[src/rtl/add_pkg.sv]
// Shared types and helpers for the sliced wide adder.
// Defines the slice width, sequencer states and the signed-overflow rule.
package add_pkg;

    localparam int SLICE_W = 16;

    typedef enum logic [1:0] {
        IDLE = 2'd0,
        RUN  = 2'd1,
        DONE = 2'd2
    } state_t;

    // Signed overflow: operands agree in sign but the result does not.
    function automatic logic signed_ovf(input logic a_msb, input logic b_msb, input logic s_msb);
        return (a_msb == b_msb) && (s_msb != a_msb);
    endfunction

endpackage

[src/rtl/wide_add_sequencer_if.sv]
// Operand/result handshake bundle for wide_add_sequencer.
// master drives operands and accepts results; slave is the sequencer.
interface wide_add_sequencer_if #(
    parameter int WORDS = 4
);
    localparam int W = WORDS * add_pkg::SLICE_W;

    logic         in_valid;
    logic         in_ready;
    logic [W-1:0] a;
    logic [W-1:0] b;
    logic         cin;
    logic         out_valid;
    logic         out_ready;
    logic [W-1:0] sum;
    logic         cout;
    logic         ovf;

    modport master (
        output in_valid, a, b, cin, out_ready,
        input  in_ready, out_valid, sum, cout, ovf
    );

    modport slave (
        input  in_valid, a, b, cin, out_ready,
        output in_ready, out_valid, sum, cout, ovf
    );

endinterface

[src/rtl/manchester_adder.sv]
// 16-bit adder built on a Manchester-style generate/propagate carry chain.
// Purely combinational; no handshake.
module manchester_adder (
    input  logic [15:0] A,
    input  logic [15:0] B,
    input  logic        Cin,
    output logic [15:0] Sum,
    output logic        Cout
);
    logic [15:0] p;
    logic [15:0] g;

    assign p = A ^ B;
    assign g = A & B;

    always_comb begin
        logic carry;
        Sum   = '0;
        carry = Cin;
        for (int i = 0; i < 16; i++) begin
            Sum[i] = p[i] ^ carry;
            carry  = g[i] | (p[i] & carry);
        end
        Cout = carry;
    end

endmodule

[src/rtl/wide_add_sequencer.sv]
// WORDS*16-bit adder that feeds one 16-bit slice per clock through a single manchester_adder.
// Result valid WORDS cycles after acceptance; result held in DONE until out_ready, no job overlap.
module wide_add_sequencer #(
    parameter int WORDS = 4
) (
    input  logic                 clk,
    input  logic                 rst,
    wide_add_sequencer_if.slave  bus
);
    import add_pkg::*;

    localparam int W     = WORDS * SLICE_W;
    localparam int IDX_W = $clog2(WORDS);

    state_t               state;
    state_t               state_nxt;
    logic [IDX_W-1:0]     idx;
    logic                 carry;
    logic [W-1:0]         a_q;
    logic [W-1:0]         b_q;
    logic [W-1:0]         sum_q;
    logic                 cout_q;
    logic                 ovf_q;
    logic [SLICE_W-1:0]   add_sum;
    logic                 add_cout;
    logic                 last;

    assign last = (idx == IDX_W'(WORDS - 1));

    manchester_adder u_adder (
        .A    (a_q[idx*SLICE_W +: SLICE_W]),
        .B    (b_q[idx*SLICE_W +: SLICE_W]),
        .Cin  (carry),
        .Sum  (add_sum),
        .Cout (add_cout)
    );

    always_ff @(posedge clk or posedge rst) begin
        if (rst) begin
            state <= IDLE;
        end else begin
            state <= state_nxt;
        end
    end

    always_comb begin
        state_nxt = state;
        case (state)
            IDLE:    if (bus.in_valid)  state_nxt = RUN;
            RUN:     if (last)          state_nxt = DONE;
            DONE:    if (bus.out_ready) state_nxt = IDLE;
            default:                    state_nxt = IDLE;
        endcase
    end

    // Handshake outputs decode registered state only, so in_valid never reaches out_valid.
    always_comb begin
        bus.in_ready  = (state == IDLE);
        bus.out_valid = (state == DONE);
    end

    always_ff @(posedge clk or posedge rst) begin
        if (rst) begin
            idx    <= '0;
            carry  <= 1'b0;
            a_q    <= '0;
            b_q    <= '0;
            sum_q  <= '0;
            cout_q <= 1'b0;
            ovf_q  <= 1'b0;
        end else begin
            case (state)
                IDLE: begin
                    if (bus.in_valid) begin
                        a_q   <= bus.a;
                        b_q   <= bus.b;
                        carry <= bus.cin;
                        idx   <= '0;
                    end
                end
                RUN: begin
                    sum_q[idx*SLICE_W +: SLICE_W] <= add_sum;
                    carry <= add_cout;
                    idx   <= idx + 1'b1;
                    if (last) begin
                        cout_q <= add_cout;
                        ovf_q  <= signed_ovf(a_q[W-1], b_q[W-1], add_sum[SLICE_W-1]);
                    end
                end
                default: ;
            endcase
        end
    end

    assign bus.sum  = sum_q;
    assign bus.cout = cout_q;
    assign bus.ovf  = ovf_q;

endmodule

[src/flat_wrapper.sv]
// flat-port wrapper written by rule: the top's interface ports become plain ports
module wide_add_sequencer_flat import add_pkg::*;
#(
    parameter int WORDS = 4
)
  (clk, rst, bus_in_valid, bus_a, bus_b, bus_cin, bus_out_ready, bus_in_ready, bus_out_valid, bus_sum, bus_cout, bus_ovf);
  wide_add_sequencer_if #(.WORDS(WORDS)) bus_i ();
  input  logic clk;
  input  logic rst;
  input wire logic [$bits(bus_i.in_valid)-1:0] bus_in_valid;
  input wire logic [$bits(bus_i.a)-1:0] bus_a;
  input wire logic [$bits(bus_i.b)-1:0] bus_b;
  input wire logic [$bits(bus_i.cin)-1:0] bus_cin;
  input wire logic [$bits(bus_i.out_ready)-1:0] bus_out_ready;
  output wire logic [$bits(bus_i.in_ready)-1:0] bus_in_ready;
  output wire logic [$bits(bus_i.out_valid)-1:0] bus_out_valid;
  output wire logic [$bits(bus_i.sum)-1:0] bus_sum;
  output wire logic [$bits(bus_i.cout)-1:0] bus_cout;
  output wire logic [$bits(bus_i.ovf)-1:0] bus_ovf;
  assign bus_i.in_valid = bus_in_valid;
  assign bus_i.a = bus_a;
  assign bus_i.b = bus_b;
  assign bus_i.cin = bus_cin;
  assign bus_i.out_ready = bus_out_ready;
  assign bus_in_ready = bus_i.in_ready;
  assign bus_out_valid = bus_i.out_valid;
  assign bus_sum = bus_i.sum;
  assign bus_cout = bus_i.cout;
  assign bus_ovf = bus_i.ovf;
  wide_add_sequencer #(.WORDS(WORDS)) u_core (.clk(clk), .rst(rst), .bus(bus_i));
endmodule
[config.mk]
export PLATFORM = sky130hd
export DESIGN_NAME = wide_add_sequencer_flat
export DESIGN_NICKNAME = d
export VERILOG_FILES = /design/src/rtl/add_pkg.sv /design/src/rtl/wide_add_sequencer_if.sv /design/src/rtl/manchester_adder.sv /design/src/rtl/wide_add_sequencer.sv /design/src/flat_wrapper.sv
export SDC_FILE = /design/constraint.sdc
export NUM_CORES = 1
export LEC_CHECK = 0
export CORE_UTILIZATION = 43
export CTS_CLUSTER_DIAMETER = 150
export DETAILED_ROUTE_END_ITERATION = 8
export DONT_BUFFER_PORTS = 1
export PLACE_DENSITY_LB_ADDON = 0.08
export SETUP_SLACK_MARGIN = 0.15
export SLEW_MARGIN = 15
export SYNTH_ARGS = -nofsm -noshare
export SYNTH_HDL_FRONTEND = slang
export SYNTH_SLANG_ARGS = --single-unit
[constraint.sdc]
create_clock -name clk -period 8.6 [get_ports clk]
set_input_delay 0.43 -clock clk [delete_from_list [all_inputs] [get_ports clk]]
set_output_delay 0.43 -clock clk [all_outputs]
set_load 0.02 [all_outputs]
==> flow_summary.toml <==
[status]
status = "completed"

[synthesis]
ys_ff_latch = 199
yosysTopAreaCell = "dfrtp_1"
synth_edf_count = 0
dominantRegCellSynth = "dfrtp_1"
async_reset_ff_frac = 1.00
synth_area_sq_um = 8710
synth_nets = 972
avgSynthCellArea_sq_um = 10.7
synthTopCellsByArea = "dfrtp_1, nand2_1, mux4_2"
synth_common_cells = "nand2_1, dfrtp_1, o2bb2ai_1, inv_1, mux4_2"
synth_warnings = 0
yosysUniqueCellTypes = 29
synth_most_common_cell = "nand2_1"
ys_seq_area_frac = 0.572
synth_top_area_frac = 0.572
synth_cells = 817

[setup_path]
cp-end-kind = "flop"
start_kind = "flop"
startpoint = "u_core.idx[0]"
crit_top_cell = "fa_1"
r2r_start = "u_core.idx[0]"
max_stage_delay_ns = 0.74
cp.arrival_ns = 8.27
crit_chain = "mux4_2 -> fa_1 -> inv_1 -> fa_1 -> fa_1 -> fa_1 -> fa_1 -> fa_1 -> fa_1 -> fa_1 -> fa_1 -> fa_1 -> fa_1 -> fa_1 -> fa_1 -> fa_1 -> fa_1 -> inv_1 -> fa_1 -> nand2b_1 -> o22ai_1 -> mux2_2"
required_ns = 8.91
path_class = "reg -> reg"
worstPathMaxFanout = 18
slowest_stage = "dfrtp_2"

[sta]
relSlewSlack = 0.414
setup_viol = 0
finalCritPeriodShare = 0.925
worstMarginPinSlew_ns = 0.880
finalHoldViolCount = 0
period_needed_ns = 7.96
tns_ns = 0
slew_violations = 0
timing.fmax_ghz = 0.126
finClkSkew_ns = 0.0103
worst_slack_ns = 0.645
rsz0062_at_grt = "false"

[pwr]
p_seq_frac = 0.388
internal_power_mw = 2.49
total_power_mw = 4.37
clockPowerShare = 0.172
ir_worst_vdd_mv = 0.173
comb_power_share = 0.440
p_sw_frac = 0.430
power_switching_mw = 1.88
power_density_nw_per_um2 = 465
p_leak_nw = 4.63

[routing]
drt_first_pass_iters = 4
vias = 5699
routed_via_density = 5.30
ant_nets = 0
wl_per_cell_um = 20.7
drt_wl_total_um = 22200
remaining_drc_errors = 0
drtIter0Drc = 370

[clock_tree]
clock_latency_ns = 0.43
htreeDepth = 4
cts_buffers = 17
clockBufferDepth = 2
cts_tree = "yes"
holdBufCountCts = 0
clock_sinks = 199
post_cts_resize_count = 0
cts.clk_slew.worst_paths_ns = 0.07
post_cts_buffers = 0
root_buffer = "clkbuf_16"

[finish]
drive_gt1_frac = 0.0975
fin_util = 0.479
syn_to_final_growth_pct = 8.00
antennaDiodeCount = 0
nets = 952

[global_routing]
grt_pass1_wl_um = 34100
grt_overflow = 0
track_usage = 0.224
grt_pass1_vias = 5978
grt_max_degree = 123
antenna_found_initial = 1

[floorplan]
die-area_sq_um = 20800
num_rows = 51
coreArea_sq_um = 19700
start_util = 0.443
ios = 201
die_w_um = 144
fp.dieH_um = 144

[place]
pre_cts_ws_ns = 0.605
gp_congestion = 0.794
portBuffers = 0
dp_hpwl_um = 15900

[run]
maxCapViolCount = 0

[hold_path]
hold_path_class = "in -> async"
[power groups by stage]
stage | Combinational (mW) | Clock, mW | Sequential [mW]
2_1_floorplan | 1.45 | 0 | 1.58
5_1_grt | 2.15 | 0.814 | 1.75
4_1_cts | 1.96 | 0.774 | 1.70
3_5_place_dp | 1.95 | 0 | 1.71
3_3_place_gp | 1.91 | 0 | 1.70
6_report | 1.92 | 0.754 | 1.70
[area by class of cell]
type | instances | area [sq um]
repair buffers | 8 | 67.6
clock inverters | 9 | 68.8
multi-input cells | 535 | 3330
clock buffers | 23 | 488
fillers | 1897 | 10200
flip-flops and latches | 199 | 4980
well taps | 265 | 332
inverters | 36 | 143
[stage by stage]
stage               cells  area [sq um]  hold WS [ns]
detailed placement   1043          8850         0.457
floorplan             817          8710         0.440
CTS                  1075          9400        0.0368
global placement     1043          8850         0.455
global route         1075          9410        0.0702
finish               1075          9410       0.00244
[state kept, by name (all words and copies together), names as in the netlist]
| register | flops |
|---|---|
| u_core.b_q | 64 |
| u_core.state | 2 |
| u_core.bus.cout | 1 |
| u_core.bus.sum | 64 |
| u_core.carry | 1 |
| u_core.idx | 2 |
| u_core.bus.ovf | 1 |
| u_core.a_q | 64 |
[worst paths after layout]
kind / to / slack, ns / cells past startpoint
worst max-delay path: u_core.bus.ovf / 0.64 / 22
worst min-delay path: u_core.a_q[25] / 0.002 / 1
worst max register to register: u_core.bus.ovf / 0.64 / 22
worst min register to register: u_core.a_q[59] / 0.47 / 2
max in group asynchronous: u_core.idx[0] / 7.27 / 2
min in group clk: u_core.b_q[20] / 0.10 / 2
[layout by cell type, fill, tap and decap left out, drive strengths merged]
master    netlist  final
nand2         393    393
dfrtp         199    199
o2bb2ai        62     62
inv            36     37
mux4           32     32
clkbuf         19     23
fa             16     16
buf            28      8
ha              6      6
clkinv          0      6
nand3           3      3
o21ai           3      3
nand2b          3      3
nor2            2      2
a22o            2      2
mux2            2      2
clkinvlp        0      2
nor2b           1      1
nand4           1      1
and4bb          1      1
nor4            1      1
or4             1      1
nand3b          1      1
nor3b           1      1
or3b            1      1
a22oi           1      1
o22ai           1      1
o31ai           1      1
[worst max-delay path, delay by kind of cell, from the launching register on]
kind,cells,cell delay [ns]
AOI/OAI and AO/OA,1,0.07
and+or+nand+nor,1,0.10
buffers and inverters,2,0.13
DFF,1,0.74
adders and majority gates,16,6.17
muxes,2,0.62
[logic make-up (layout without fill, tap and decap cells)]
group | Yosys count | in the layout | synth area share
mux | 34 | 34 | 0.0853
compound gates | 70 | 70 | 0.0685
simple gates | 409 | 409 | 0.182
flops | 199 | 199 | 0.572
fa+ha+maj | 22 | 22 | 0.0454
buf+inv | 83 | 76 | 0.0472
[per-layer routing]
layer / GRT usage / vias to the layer above / part of all wire / wire length (um)
li1: - / 2627 / - / -
met1: 0.301 / 2861 / 0.43 / 9590
met2: 0.343 / 176 / 0.47 / 10400
met3: 0.0709 / 33 / 0.080 / 1780
met4: 0.0781 / 2 / 0.020 / 436
met5: 0 / - / 0.00058 / 13
Power figures use the tool's default switching activity.
